===== src/rtl/spi_master.sv =====
// Mode-0 SPI master: valid/ready byte input, full-duplex shift, burst under one chip select.
module spi_master #(
  parameter int unsigned CLK_DIV = 50
) (
  input  logic       clk,
  input  logic       rst,
  input  logic [7:0] tx_data,
  input  logic       tx_valid,
  output logic       tx_ready,
  output logic [7:0] rx_data,
  output logic       rx_valid,
  output logic       busy,
  output logic       sclk,
  output logic       cs,
  output logic       mosi,
  input  logic       miso
);

  localparam int unsigned CW = $clog2(CLK_DIV + 1);
  localparam logic [CW-1:0] RELOAD = CW'(CLK_DIV - 1);

  typedef enum logic [2:0] {IDLE, SETUP, XFER, HOLD, GAP} state_t;

  state_t        state, state_d;
  logic [CW-1:0] cnt, cnt_d;
  logic [2:0]    bit_cnt, bit_cnt_d;
  logic [7:0]    tx_sr, tx_sr_d;
  logic [7:0]    rx_sr, rx_sr_d;
  logic [7:0]    rx_data_d;
  logic          rx_valid_d;
  logic          sclk_d, cs_d, mosi_d;
  logic          cnt_zero_c;
  logic          accept_c;

  assign cnt_zero_c = (cnt == '0);
  // Ready in IDLE or in the final HOLD cycle so a burst keeps cs low.
  assign tx_ready   = (state == IDLE) || ((state == HOLD) && cnt_zero_c);
  assign accept_c   = tx_valid && tx_ready;

  // State register.
  always_ff @(posedge clk or posedge rst) begin
    if (rst) state <= IDLE;
    else     state <= state_d;
  end

  // Next-state logic.
  always_comb begin
    state_d = state;
    unique case (state)
      IDLE:  if (accept_c) state_d = SETUP;
      SETUP: if (cnt_zero_c) state_d = XFER;
      XFER:  if (cnt_zero_c && sclk && (bit_cnt == 3'd7)) state_d = HOLD;
      HOLD:  if (cnt_zero_c) state_d = accept_c ? SETUP : GAP;
      GAP:   if (cnt_zero_c) state_d = IDLE;
      default: state_d = IDLE;
    endcase
  end

  // Output and datapath next values.
  always_comb begin
    cnt_d      = (state == IDLE || cnt_zero_c) ? RELOAD : cnt - CW'(1);
    bit_cnt_d  = bit_cnt;
    tx_sr_d    = tx_sr;
    rx_sr_d    = rx_sr;
    rx_data_d  = rx_data;
    rx_valid_d = 1'b0;
    sclk_d     = sclk;
    cs_d       = cs;
    mosi_d     = mosi;

    if (accept_c) begin
      tx_sr_d   = tx_data;
      mosi_d    = tx_data[7];
      cs_d      = 1'b0;
      bit_cnt_d = 3'd0;
    end

    unique case (state)
      SETUP: begin
        if (cnt_zero_c) begin
          sclk_d  = 1'b1;
          rx_sr_d = {rx_sr[6:0], miso};
        end
      end
      XFER: begin
        if (cnt_zero_c) begin
          if (!sclk) begin
            sclk_d  = 1'b1;
            rx_sr_d = {rx_sr[6:0], miso};
          end else begin
            sclk_d = 1'b0;
            if (bit_cnt == 3'd7) begin
              rx_data_d  = rx_sr;
              rx_valid_d = 1'b1;
            end else begin
              tx_sr_d   = {tx_sr[6:0], 1'b0};
              mosi_d    = tx_sr[6];
              bit_cnt_d = bit_cnt + 3'd1;
            end
          end
        end
      end
      HOLD: begin
        if (cnt_zero_c && !accept_c) cs_d = 1'b1;
      end
      default: ;
    endcase
  end

  // Datapath and output registers.
  always_ff @(posedge clk or posedge rst) begin
    if (rst) begin
      cnt      <= RELOAD;
      bit_cnt  <= 3'd0;
      tx_sr    <= 8'h00;
      rx_sr    <= 8'h00;
      rx_data  <= 8'h00;
      rx_valid <= 1'b0;
      sclk     <= 1'b0;
      cs       <= 1'b1;
      mosi     <= 1'b0;
      busy     <= 1'b0;
    end else begin
      cnt      <= cnt_d;
      bit_cnt  <= bit_cnt_d;
      tx_sr    <= tx_sr_d;
      rx_sr    <= rx_sr_d;
      rx_data  <= rx_data_d;
      rx_valid <= rx_valid_d;
      sclk     <= sclk_d;
      cs       <= cs_d;
      mosi     <= mosi_d;
      busy     <= (state_d != IDLE);
    end
  end

endmodule


===== config.mk =====
export PLATFORM = sky130hd
export DESIGN_NAME = spi_master
export DESIGN_NICKNAME = d
export VERILOG_FILES = /design/src/rtl/spi_master.sv
export SDC_FILE = /design/constraint.sdc
export NUM_CORES = 1
export LEC_CHECK = 0
export BUFFER_PORTS_ARGS = -buffer_cell sky130_fd_sc_hd__buf_2
export CAP_MARGIN = 20
export CORE_ASPECT_RATIO = 0.75
export CORE_MARGIN = 2
export CORE_UTILIZATION = 55
export CTS_CLUSTER_SIZE = 25
export DETAILED_ROUTE_END_ITERATION = 8
export PLACE_DENSITY = 0.75
export SKIP_LAST_GASP = 1
export SYNTH_ARGS = -nofsm -noshare
export SYNTH_HDL_FRONTEND = slang
export SYNTH_SLANG_ARGS = --single-unit

===== constraint.sdc =====
create_clock -name clk -period 4.2 [get_ports clk]
set_clock_uncertainty 0.05 [all_clocks]
set_input_delay 0.42 -clock clk [delete_from_list [all_inputs] [get_ports clk]]
set_output_delay 0.42 -clock clk [all_outputs]
set_load 0.005 [all_outputs]

Yosys cells after proc, flatten, opt, wreduce, memory -nomap -nowiden --
Cells that the tools add are included.
Storage, ports and cells: output and inout bits 14, flip-flop bits (word level) 41, word-level logic and storage cells 74, input bits 12
Operators by class: $add $sub $neg 2, equal/unequal tests 8, reduce and logical (&&, ||, !) cells 15, mux-type cells 38
Operator list (number):
- $mux W8 | 8
- $mux W3 | 11
- $pmux W8 S2 | 1
- $mux W1 | 15
- $pmux W3 S5 | 1
- $reduce_and A4 Y1 | 2
- $eq A3 B2 Y1 const B | 2
- $eq A3 B3 Y1 const B | 2
- $logic_not A6 Y1 | 1
- $mux W6 | 1
- $ne A2 B2 Y1 const B | 3
- $sub A6 B1 Y6 const B | 1
- $logic_and A1 B1 Y1 | 5
- $add A3 B1 Y3 const B | 1
- $eq A3 B1 Y1 const B | 1
- $logic_not A3 Y1 | 1
- $reduce_and A3 Y1 | 1
- $reduce_bool A3 Y1 | 1
- $logic_or A1 B1 Y1 | 2
- $pmux W1 S2 | 1
- $reduce_bool A2 Y1 | 1
- $logic_not A1 Y1 | 1

Longest topological paths before layout --
depth in word-level cells 9, gate-level depth with buffers 7

Worst setup path after synthesis --
No wires, ideal clock.
kind register -> register, start point register cnt[1], end point register rx_data[0], cell stages (with the launch flop) 8, path buffers 1, library setup time 0.125 ns, period minus slack after synthesis 2.106 ns, path slack 2.094 ns, data arrival time 1.932 ns, cell sequence dfrtp_1 inv_1 ha_1 or4b_4 nor3_1 and4b_1 buf_4 mux2_2
Between the ends: longest elaborated chain between the ends 2
Ends and longest elaborated chain:
- from (decl) | line 25 | logic [CW-1:0] cnt, cnt_d;
- from (signal assigned) | line 124 | cnt <= cnt_d;
- $logic_not A6 Y1 | line 35 | assign cnt_zero_c = (cnt == '0);
- $reduce_and A4 Y1 (no source line)
- to (signal assigned) | line 128 | rx_data <= rx_data_d;
- to (decl) | line 10 | output logic [7:0] rx_data,
Every way passes these cells. A chain may end at the register's enable or synchronous reset.

Worst setup path in the final report --
start point register state[0], end point output port tx_ready
Between the ends: longest elaborated chain between the ends 3, elaborated cells between the ends (all ways) 4
Ends and longest elaborated chain:
- from (decl) | line 24 | state_t state, state_d;
- from (signal assigned) | line 43 | else state <= state_d;
- $eq A3 B2 Y1 | line 37 | assign tx_ready = (state == IDLE) || ((state == HOLD) && cnt_zero_c);
- $logic_and A1 B1 Y1 | line 37
- $logic_or A1 B1 Y1 (*) | line 37
- to (decl) | line 9 | output logic tx_ready,
Mark *: on every way between the ends. The rest lies on a longest branch, timed or not.

==> results.md <==
* Chip Height at 57.9 µm
* Share of layout cells above drive strength 1 at 0.262
* Synth Area in Simple Gates at 0.212
* Fraction of registers with async set/reset at 1.00
* RD Place Congestion at 0.847
* Hold-fix buffers, CTS at 0
* Post-synthesis xor/xnor area fraction at 0.0123
* Crit path to: tx_ready
* Post-synth top area cell: dfrtp_1
* Post-DP HPWL at 2820 µm
* Post-DR vias/cell at 5.72
* Crit path largest cell delay at 1.01 ns
* Worst-skew pair later-pin latency at 0.30 ns
* Status: complete, no violations
* CP Data Required Time at 3.73 ns
* CTS tree: done
* DIE WIDTH at 75.9 µm
* Period utilisation layout at 0.602
* Setup TNS at 0 ns
* Cell Area, Synth at 0.00213 mm²
* RR Startpoint: cnt[1]
* Synth Area in Adders at 0.0176
* Top cell type's share of synthesized area at 0.423
* Routed wire length per instance at 14.7 µm
* Final hold viol count at 0
* H-tree depth at 2
* Final WL at 4200 µm
* Fmax at 0.395 GHz
* Critical path launch point: state[0]
* Most common cell after layout, fill and taps aside: dfrtp_1
* Setup CP Type: flop to output pin
* Largest family of logic cells by synthesized area: simple AND/OR/NAND/NOR gates
* Slew margin rel. at 0.333
* Final setup viols at 0
* Crit path buffers/inverters at 1
* I/O pin total at 26
* Cells along the critical path: nor2_1, a31oi_1, nor2_1, buf_2
* Critical path depth at 4
* Largest fanout on the critical path at 35
* DRC at 0
* Starting Density at 0.579
* Max Cap Violations at 0
* Port bufs at 25
* Min-Delay Path Class: primary input to async pin
* Row Count at 19
* Initial antenna violation count at 0
* 1st-pass router iterations at 4
* Power, Total at 1.29 mW
* Clock Path Buffers at 2
* Most frequent cells in the layout: dfrtp_1, buf_2, mux2_2, nand2_1, nor2_1
* Arrival @ worst endpoint at 2.06 ns
* Largest net degree at the start of global routing at 41
* Fill count at 306
* Slew Limit Fails at 0
* First-pass GRT wire length at 7060 µm
* Register-to-Register Setup Slack at 1.69 ns
* Vias in the first global route at 1,529
* Die area at 0.00440 mm²
* Worst vdd ir at 0.338 mV
* Slew @ Worst Pin at 1.00 ns
* Main synth FF type: dfrtp_1
* Crit path top cell by count: nor2_1
* Depth of the most critical reg-to-reg path at 6
* EDFF count, synth at 0
* GRT overflow at 0
* RSZ-0062 raised after global routing: no
* TritonCTS buffer count at 5
* Mapped Avg Cell Area at 10.0 µm²
* Crit path capture type: output pin
* Total GRT Usage at 0.214
* Inserted Diodes at 0
* Placed cell areas at 0.00226 mm²
* Slowest CP cell: dfrtp_1
* Count of different cell masters after synthesis at 39
* Leading post-synthesis cells by cell area: dfrtp_1, mux2_2, dfstp_2, nor4bb_1, a2bb2oi_1
* Post-synthesis sequential area ratio at 0.472
* CORE AREA at 0.00368 mm²
* Cells after Synth at 213
* Worst path top cell family by delay: flip-flops
* Worst setup SP type: flop
* CTS resizes at 0
* Leak Pwr at 1.11 nW
* Root cell of the clock tree: clkbuf_8
* First DRT Iteration DRCs at 124
* Total number of vias at 1,631
* Reg-to-Reg End: rx_data[6]
* Final instance area at 0.00237 mm²
* Post-CTS Setup Inserts at 0
* Net count, final at 247
* Hold slack at 0.170 ns
* Synth Register Bits at 40
* Fin crit period at 2.53 ns
* Synth warnings at 0
* Clock slew at reported path FFs at 0.08 ns
* Syn nets at 228
* Post-synthesis compound-gate area fraction at 0.147
* Post-synthesis mux area share at 0.0892
* CTS Sinks at 40
* P&R area growth vs syn at 11.3%
* Remaining antenna violation count at 0
* Power Density at 542 mW/mm²
flip-flops by register name (all words and copies together), names as in the netlist:
| register | flops |
|---|---|
| rx_data | 8 |
| rx_sr | 8 |
| tx_sr | 7 |
| cnt | 6 |
| bit_cnt | 3 |
| state | 3 |
| busy | 1 |
| cs | 1 |
| mosi | 1 |
| rx_valid | 1 |
| sclk | 1 |
area by class of cell:
type / count / area (µm²) / area share
Timing Repair Buffer: 26 / 133 / 0.0559
Clock inverter: 3 / 47.5 / 0.0200
Clock buffer: 5 / 68.8 / 0.0290
Tap cell: 52 / 65.1 / 0.0274
Multi-Input combinational cell: 150 / 1020 / 0.430
Sequential cell: 40 / 1010 / 0.424
Inverter: 9 / 33.8 / 0.0142
per-stage QoR:
stage | cells | util | worst slack (ns)
finish | 285 | 0.644 | 1.67
floorplan | 213 | - | 2.09
CTS | 285 | 0.644 | 1.68
global placement | 277 | 0.613 | 1.75
detailed placement | 277 | 0.613 | 1.71
global route | 285 | 0.644 | 1.53
how the worst min path moves through the flow:
stage                       to  cells after the start
global route        rx_data[3]                      3
CTS                 bit_cnt[2]                      3
floorplan               cnt[0]                      1
detailed placement      cnt[0]                      1
finish                tx_sr[4]                      3
global placement        cnt[0]                      1
synthesized netlist by cell type, drive strengths merged (2+ instances only):
library cell,number
nor4bb,7
inv,9
nor3,11
nand3,5
or3b,2
o22ai,3
a2bb2oi,7
a21oi,11
a31oi,9
and2,3
xnor2,3
nand2b,5
o21ai,10
ha,3
clkbuf,10
buf,4
dfrtp,36
dfstp,4
nand2,16
nor2,17
mux2,16
nor2b,8
routing by layer:
metal  vias up  GRT usage  share of wire
met5         -          0              0
met2        44      0.294           0.43
met1       779      0.328           0.51
met3         7     0.0504          0.050
met4         0     0.0777          0.015
li1        801          -              -
worst register-to-register path, cell delays in order, from the launching register on:
cell	delay, ns
dfrtp_1	0.38
inv_1	0.06
ha_1	0.18
or4b_4	0.56
nor3_1	0.26
and4b_1	0.54
mux2_2	0.39
report_power, final:
group	internal (mW)	switching, mW	leakage (nW)	total, mW
sequential	0.479	0.133	0.520	0.612
clock	0.179	0.139	0.0583	0.318
combinational	0.183	0.173	0.535	0.356
cells by family (layout without fill, tap and decap cells):
group | after synthesis | after routing
mux | 17 | 17
compound gates | 48 | 48
flops | 40 | 40
xor+xnor | 3 | 3
fa+ha+maj | 3 | 3
simple gates | 79 | 79
buf+inv | 23 | 43
Power figures use the tool's default switching activity.
